### config.mk
export PLATFORM = sky130hd
export DESIGN_NAME = blockmem2p_rdstream
export DESIGN_NICKNAME = d
export VERILOG_FILES = /design/src/rtl/blockmem2p_rdstream.sv
export SDC_FILE = /design/constraint.sdc
export NUM_CORES = 1
export LEC_CHECK = 0
export BUFFER_PORTS_ARGS = -buffer_cell sky130_fd_sc_hd__buf_4
export CAP_MARGIN = 10
export CORE_MARGIN = 2
export CORE_UTILIZATION = 55
export CTS_CLUSTER_DIAMETER = 150
export DETAILED_ROUTE_END_ITERATION = 16
export PLACE_DENSITY = 0.75
export SYNTH_ARGS = -nofsm -noshare
export SYNTH_HDL_FRONTEND = slang
export SYNTH_SLANG_ARGS = --single-unit
export TNS_END_PERCENT = 1
### constraint.sdc
create_clock -name clkb -period 3.3 [get_ports clkb]
set_input_delay 0.66 -clock clkb [delete_from_list [all_inputs] [get_ports clkb]]
set_output_delay 0.66 -clock clkb [all_outputs]
set_load 0.03 [all_outputs]
### src/rtl/blockmem2p_rdstream.sv
// blockmem2p_rdstream: port-B read engine that turns (addr, len) commands into a valid/ready word stream with tlast.
// Latency: first enb one cycle after command acceptance; first m_tvalid G_RDLATENCY+1 cycles after the first enb.
// Backpressure: a read is issued only while FIFO entries plus in-flight reads stay below G_FIFODEPTH, so m_tready low never drops a word.
//
// Ports: clkb/resetn (async active-low); cmd_valid/cmd_ready/cmd_addr/cmd_len command in;
//        enb/addrb/doutb to the memory read port; m_tvalid/m_tready/m_tdata/m_tlast stream out;
//        busy (not IDLE), done (one-cycle pulse at command completion).
// Optional: define BLOCKMEM2P_RDSTREAM_ABORT_EN to add the abort input (flushes and ends the active command).
module blockmem2p_rdstream #(
  parameter int G_MEMWIDTH   = 32,
  parameter int G_MEMDEPTH   = 1024,
  parameter int G_RDLATENCY  = 1,
  parameter int G_FIFODEPTH  = 4,
  localparam int G_ADDRWIDTH = $clog2(G_MEMDEPTH)
) (
  input  logic                   clkb,
  input  logic                   resetn,
  input  logic                   cmd_valid,
  output logic                   cmd_ready,
  input  logic [G_ADDRWIDTH-1:0] cmd_addr,
  input  logic [G_ADDRWIDTH:0]   cmd_len,
  output logic                   enb,
  output logic [G_ADDRWIDTH-1:0] addrb,
  input  logic [G_MEMWIDTH-1:0]  doutb,
  output logic                   m_tvalid,
  input  logic                   m_tready,
  output logic [G_MEMWIDTH-1:0]  m_tdata,
  output logic                   m_tlast,
  output logic                   busy,
`ifdef BLOCKMEM2P_RDSTREAM_ABORT_EN
  input  logic                   abort,
`endif
  output logic                   done
);

  localparam int LW = G_ADDRWIDTH + 1;
  localparam int PW = (G_FIFODEPTH > 1) ? $clog2(G_FIFODEPTH) : 1;
  localparam int CW = $clog2(G_FIFODEPTH + 1);

  typedef enum logic [1:0] {S_IDLE, S_ISSUE, S_DRAIN} state_t;

  state_t                   state_q, state_d;
  logic                     cmd_ready_q, cmd_ready_d;
  logic                     enb_q, enb_d;
  logic                     done_q, done_d;
  logic [G_ADDRWIDTH-1:0]   addrb_q, addrb_d;
  logic [LW-1:0]            rem_q, rem_d;      // reads still to issue
  logic [LW-1:0]            beats_q, beats_d;  // beats still to deliver
  logic [G_RDLATENCY-1:0]   vld_q, vld_d;      // tracks reads travelling through the memory pipeline
  logic [G_MEMWIDTH-1:0]    mem_q [G_FIFODEPTH];
  logic [G_MEMWIDTH-1:0]    mem_d [G_FIFODEPTH];
  logic [PW-1:0]            wr_ptr_q, wr_ptr_d, rd_ptr_q, rd_ptr_d;
  logic [CW-1:0]            cnt_q, cnt_d, infl_q, infl_d;

  logic                     push, pop, last_hs, credit_ok, abort_hit;
  logic [LW-1:0]            len_sat;

  function automatic logic [PW-1:0] ptr_inc(input logic [PW-1:0] p);
    return (p == PW'(G_FIFODEPTH - 1)) ? '0 : p + PW'(1);
  endfunction

  function automatic logic [G_ADDRWIDTH-1:0] addr_inc(input logic [G_ADDRWIDTH-1:0] a);
    return (a == G_ADDRWIDTH'(G_MEMDEPTH - 1)) ? '0 : a + G_ADDRWIDTH'(1);
  endfunction

`ifdef BLOCKMEM2P_RDSTREAM_ABORT_EN
  assign abort_hit = abort && (state_q != S_IDLE);
`else
  assign abort_hit = 1'b0;
`endif

  assign push      = vld_q[G_RDLATENCY-1];
  assign pop       = m_tvalid && m_tready;
  assign last_hs   = pop && (beats_q == LW'(1));
  // FIFO entries plus reads already issued must never exceed the FIFO size.
  assign credit_ok = ({1'b0, cnt_q} + {1'b0, infl_q}) < (CW + 1)'(G_FIFODEPTH);
  assign len_sat   = (cmd_len > LW'(G_MEMDEPTH)) ? LW'(G_MEMDEPTH) : cmd_len;

  always_comb begin
    state_d  = state_q;
    enb_d    = 1'b0;
    addrb_d  = addrb_q;
    rem_d    = rem_q;
    beats_d  = beats_q;
    done_d   = 1'b0;
    mem_d    = mem_q;
    wr_ptr_d = wr_ptr_q;
    rd_ptr_d = rd_ptr_q;
    vld_d    = '0;
    vld_d[0] = enb_q;
    for (int i = 1; i < G_RDLATENCY; i++) vld_d[i] = vld_q[i-1];

    if (pop) begin
      rd_ptr_d = ptr_inc(rd_ptr_q);
      beats_d  = beats_q - LW'(1);
    end
    if (push) begin
      mem_d[wr_ptr_q] = doutb;
      wr_ptr_d        = ptr_inc(wr_ptr_q);
    end

    case (state_q)
      S_IDLE: begin
        if (cmd_valid && cmd_ready_q) begin
          if (len_sat == '0) begin
            done_d = 1'b1;
          end else begin
            state_d = S_ISSUE;
            enb_d   = 1'b1;
            addrb_d = cmd_addr;
            rem_d   = len_sat - LW'(1);
            beats_d = len_sat;
          end
        end
      end
      S_ISSUE: begin
        if ((rem_q != '0) && credit_ok) begin
          enb_d   = 1'b1;
          addrb_d = addr_inc(addrb_q);
          rem_d   = rem_q - LW'(1);
        end
        if ((rem_q == '0) || (enb_d && (rem_q == LW'(1)))) state_d = S_DRAIN;
      end
      S_DRAIN: ;
      default: state_d = S_IDLE;
    endcase

    cnt_d  = cnt_q + CW'(push) - CW'(pop);
    infl_d = infl_q + CW'(enb_d) - CW'(push);

    if (last_hs) begin
      state_d = S_IDLE;
      done_d  = 1'b1;
    end

    // Abort drops everything queued or still in the memory pipeline.
    if (abort_hit) begin
      state_d  = S_IDLE;
      enb_d    = 1'b0;
      done_d   = 1'b1;
      rem_d    = '0;
      beats_d  = '0;
      vld_d    = '0;
      wr_ptr_d = '0;
      rd_ptr_d = '0;
      cnt_d    = '0;
      infl_d   = '0;
    end

    cmd_ready_d = (state_d == S_IDLE);
  end

  always_ff @(posedge clkb or negedge resetn) begin
    if (!resetn) begin
      state_q     <= S_IDLE;
      cmd_ready_q <= 1'b0;
      enb_q       <= 1'b0;
      done_q      <= 1'b0;
      addrb_q     <= '0;
      rem_q       <= '0;
      beats_q     <= '0;
      vld_q       <= '0;
      mem_q       <= '{default: '0};
      wr_ptr_q    <= '0;
      rd_ptr_q    <= '0;
      cnt_q       <= '0;
      infl_q      <= '0;
    end else begin
      state_q     <= state_d;
      cmd_ready_q <= cmd_ready_d;
      enb_q       <= enb_d;
      done_q      <= done_d;
      addrb_q     <= addrb_d;
      rem_q       <= rem_d;
      beats_q     <= beats_d;
      vld_q       <= vld_d;
      mem_q       <= mem_d;
      wr_ptr_q    <= wr_ptr_d;
      rd_ptr_q    <= rd_ptr_d;
      cnt_q       <= cnt_d;
      infl_q      <= infl_d;
    end
  end

  assign cmd_ready = cmd_ready_q;
  assign enb       = enb_q;
  assign addrb     = addrb_q;
  assign m_tvalid  = (cnt_q != '0);
  assign m_tdata   = mem_q[rd_ptr_q];
  assign m_tlast   = m_tvalid && (beats_q == LW'(1));
  assign busy      = (state_q != S_IDLE);
  assign done      = done_q;

endmodule

==> impl_results.md <==
* Htree depth at 4
* Ys async rst share at 1.00
* CTS max path bufs at 2
* I/O Pins at 105
* Synth cell count leaders: dfrtp_1, mux2_2, mux4_2, nand2_1, nor2_1
* Largest area contributor in the netlist: dfrtp_1
* Worst Max-Slew Pin Slew at 923 ps
* Syn Area/Cell at 13.1 um2
* Final hold viol count at 0
* Worst path max stage delay at 610 ps
* Synthesized area at 0.00857 mm2
* Antenna-violating nets left at 0
* Timing-limited maximum frequency at 0.338 GHz
* Yosys top cell area share at 0.514
* Synth cell types at 65
* Die Span Y at between 100 and 150 um
* Core ar. at 0.0152 mm2
* Worst rel slew slack at 0.377
* Vias in the first global route at 5935
* Synth warnings at 0
* LEAKAGE at 4.37 nW
* Critical Path End Type: output pin
* Max-slew violations at 0
* # port buffers at ~100
* WP data required at 2640 ps
* Multi-input logic area at around 0.004 mm2
* Clock Pin Slew Worst Setup and Hold Paths at 60 ps
* Fin nets at 834
* Number of synthesized flops with an enable pin at 0
* Routed wire length at 18100 um
* Initial Utilization at 0.564
* CP startpoint kind: flop
* Max-cap violations at 0
* Hold slack at between 200 and 300 ps
* Synth Register Bits at between 150 and 200
* Largest net degree at the start of global routing at 85
* DR DRC count at 0
* Vias at approximately 5700
* Die width at 129 um
* Post-DP HPWL at 12200 um
* Final Critical Period at 2950 ps
* Crit path buf inv count at 1
* Crit. Startpoint: beats_q[5]
* Skew final at 5.93 ps
* RSZ-0062 raised after global routing: no
* Post-Synthesis Cells at 653
* Status: completed
* Total CTS buffers at 17
* PD cells at 1110 mW/mm2
* Hold-fix buffers, CTS at 0
* Most frequent cell after synthesis: dfrtp_1
* FF-to-FF Start: cnt_q[1]
* Crit-path slowest cell: or4_1
* Clk Tree Root Cell: clkbuf_16
* Die ar. at 0.0166 mm2
* Area Growth Syn to Fin at 18.8%
* Filler cells at 1113
* Final setup fails at 0
* Global-route wire length before repair at 29700 um
* Vias/cell at 5.93
* GP Congestion at 0.889
* Initial antenna violation count at 0
* Final antenna diode count at 0
* Initial drt markers at 365
* Site Rows at 45
* CTS tree: built
* Syn_nets at between 700 and 800
* Post-CTS Resized at 0
* Top_reg_cell synth: dfrtp_1
* Clock Latency Late Sink at 420 ps
* Overall overflow remaining after global route at 0
* Crit share post-route at 0.895
* Kind of cell adding the most delay to the critical path: simple AND/OR/NAND/NOR gates
* Critical path class: flop to output pin
* Maximum fanout along the worst path at 4
* HP Class: primary input to async pin
* Final TNS setup at 0 ps
* GR Util All Layers at 0.230
* Post-CTS Setup Bufs at 0
* Max VDD drop at between 0.0006 and 0.0007 V
* Register area at 0.00441 mm2
* CP Cell Sequence: or4_1 > nor4_2 > nand3b_1 > nor3b_1 > buf_4
* Share of layout cells above drive strength 1 at 0.416
* Top area cells in the synthesized netlist: dfrtp_1, mux2_2, mux4_2
* Clock sinks at approximately 180
* Sequential-to-total area share from yosys stat at 0.514
* Pre-Repair DR Iteration Count at 5
* Worst EP arrival at 2290 ps
* DR WL/cell at 18.9 um
path summary, 6_finish.rpt:
| check | end | slack [ps] | cells after the start |
|---|---|---|---|
| max in group asynchronous | infl_q[2] | 2160 | 2 |
| setup / recovery | m_tlast | 350 | 5 |
| hold reg to reg | push | 380 | 0 |
| setup reg to reg | cnt_q[2] | 730 | 9 |
| hold / removal | mem_q[72] | 280 | 1 |
| min in group clkb | push | 380 | 0 |
sequential cells by signal, summed over array words and instances (netlist names):
name	flops
enb	1
cnt_q	3
infl_q	3
cmd_ready	1
beats_q	11
mem_q	128
wr_ptr_q	2
rd_ptr_q	2
push	1
addrb	10
rem_q	11
done	1
state_q	2
layout make-up:
type / instances / share of cell area
clock buffers: 23 / 0.0459
clock inverters: 9 / 0.0129
inverters: 23 / 0.00847
multi-input cells: 421 / 0.386
flip-flops and latches: 176 / 0.432
well taps: 188 / 0.0231
repair buffers: 117 / 0.0915
logic make-up (layout without fill, tap and decap cells):
family | Yosys count | count (layout) | synth area share
AO/OA/AOI/OAI | 90 | 90 | 0.0727
XOR/XNOR | 15 | 15 | 0.0153
adder cells (fa/ha/maj) | 21 | 21 | 0.0324
buffers and inverters | 56 | 172 | 0.0279
flip-flops | 176 | 176 | 0.514
multiplexers | 161 | 161 | 0.253
AND/OR/NAND/NOR | 134 | 134 | 0.0846
layer usage:
metal / vias up / track usage / part of all wire
li1: 2611 / - / -
met1: 2916 / 0.293 / 0.43
met2: 130 / 0.399 / 0.51
met3: 22 / 0.0441 / 0.048
met4: 0 / 0.0774 / 0.014
met5: - / 0 / 0
stage by stage:
| step | cells | power [W] | utilization | setup WS (ps) | cell area [um2] |
|---|---|---|---|---|---|
| final | 957 | 0.0113 | 0.670 | 345 | 10200 |
| after detailed placement | 925 | 0.00937 | 0.631 | 343 | 9590 |
| after global routing | 957 | 0.0120 | 0.670 | 246 | 10200 |
| after global placement | 925 | 0.00909 | 0.631 | 466 | 9590 |
| after CTS | 957 | 0.0114 | 0.670 | 337 | 10200 |
| after floorplan | 653 | 0.00775 | - | 105 | 8570 |
report_power, final:
group,switching (W),internal [W],total (W)
Combinational,0.00270,0.00256,0.00526
Clock,0.000799,0.00123,0.00203
Sequential,0.000785,0.00326,0.00405
layout by cell type (no fill, tap or decap), drive strengths merged, types with 3 or more instances in the layout:
cell    instances
o31ai           4
dfrtp         176
xnor2           9
nor4           10
a221oi          3
a31oi           6
nand3          11
buf           117
a21oi          24
and3            3
mux4           32
nor3           11
or3             3
nor2           30
o21ai          24
inv            24
o22ai           6
nand4           3
clkinv          5
mux2          128
ha             19
a22oi           4
nand3b          5
nor3b           3
xor2            6
clkbuf         23
bufinv          3
or4             3
nand2          32
nand2b          5
nor2b           7
worst register-to-register path: cells and delay by family (launching register included):
kind / cells / cell delay (ps)
buf+inv: 3 / 270
xor+xnor: 2 / 360
flops: 1 / 470
compound gates: 1 / 580
fa+ha+maj: 3 / 810
Power figures use the tool's default switching activity.
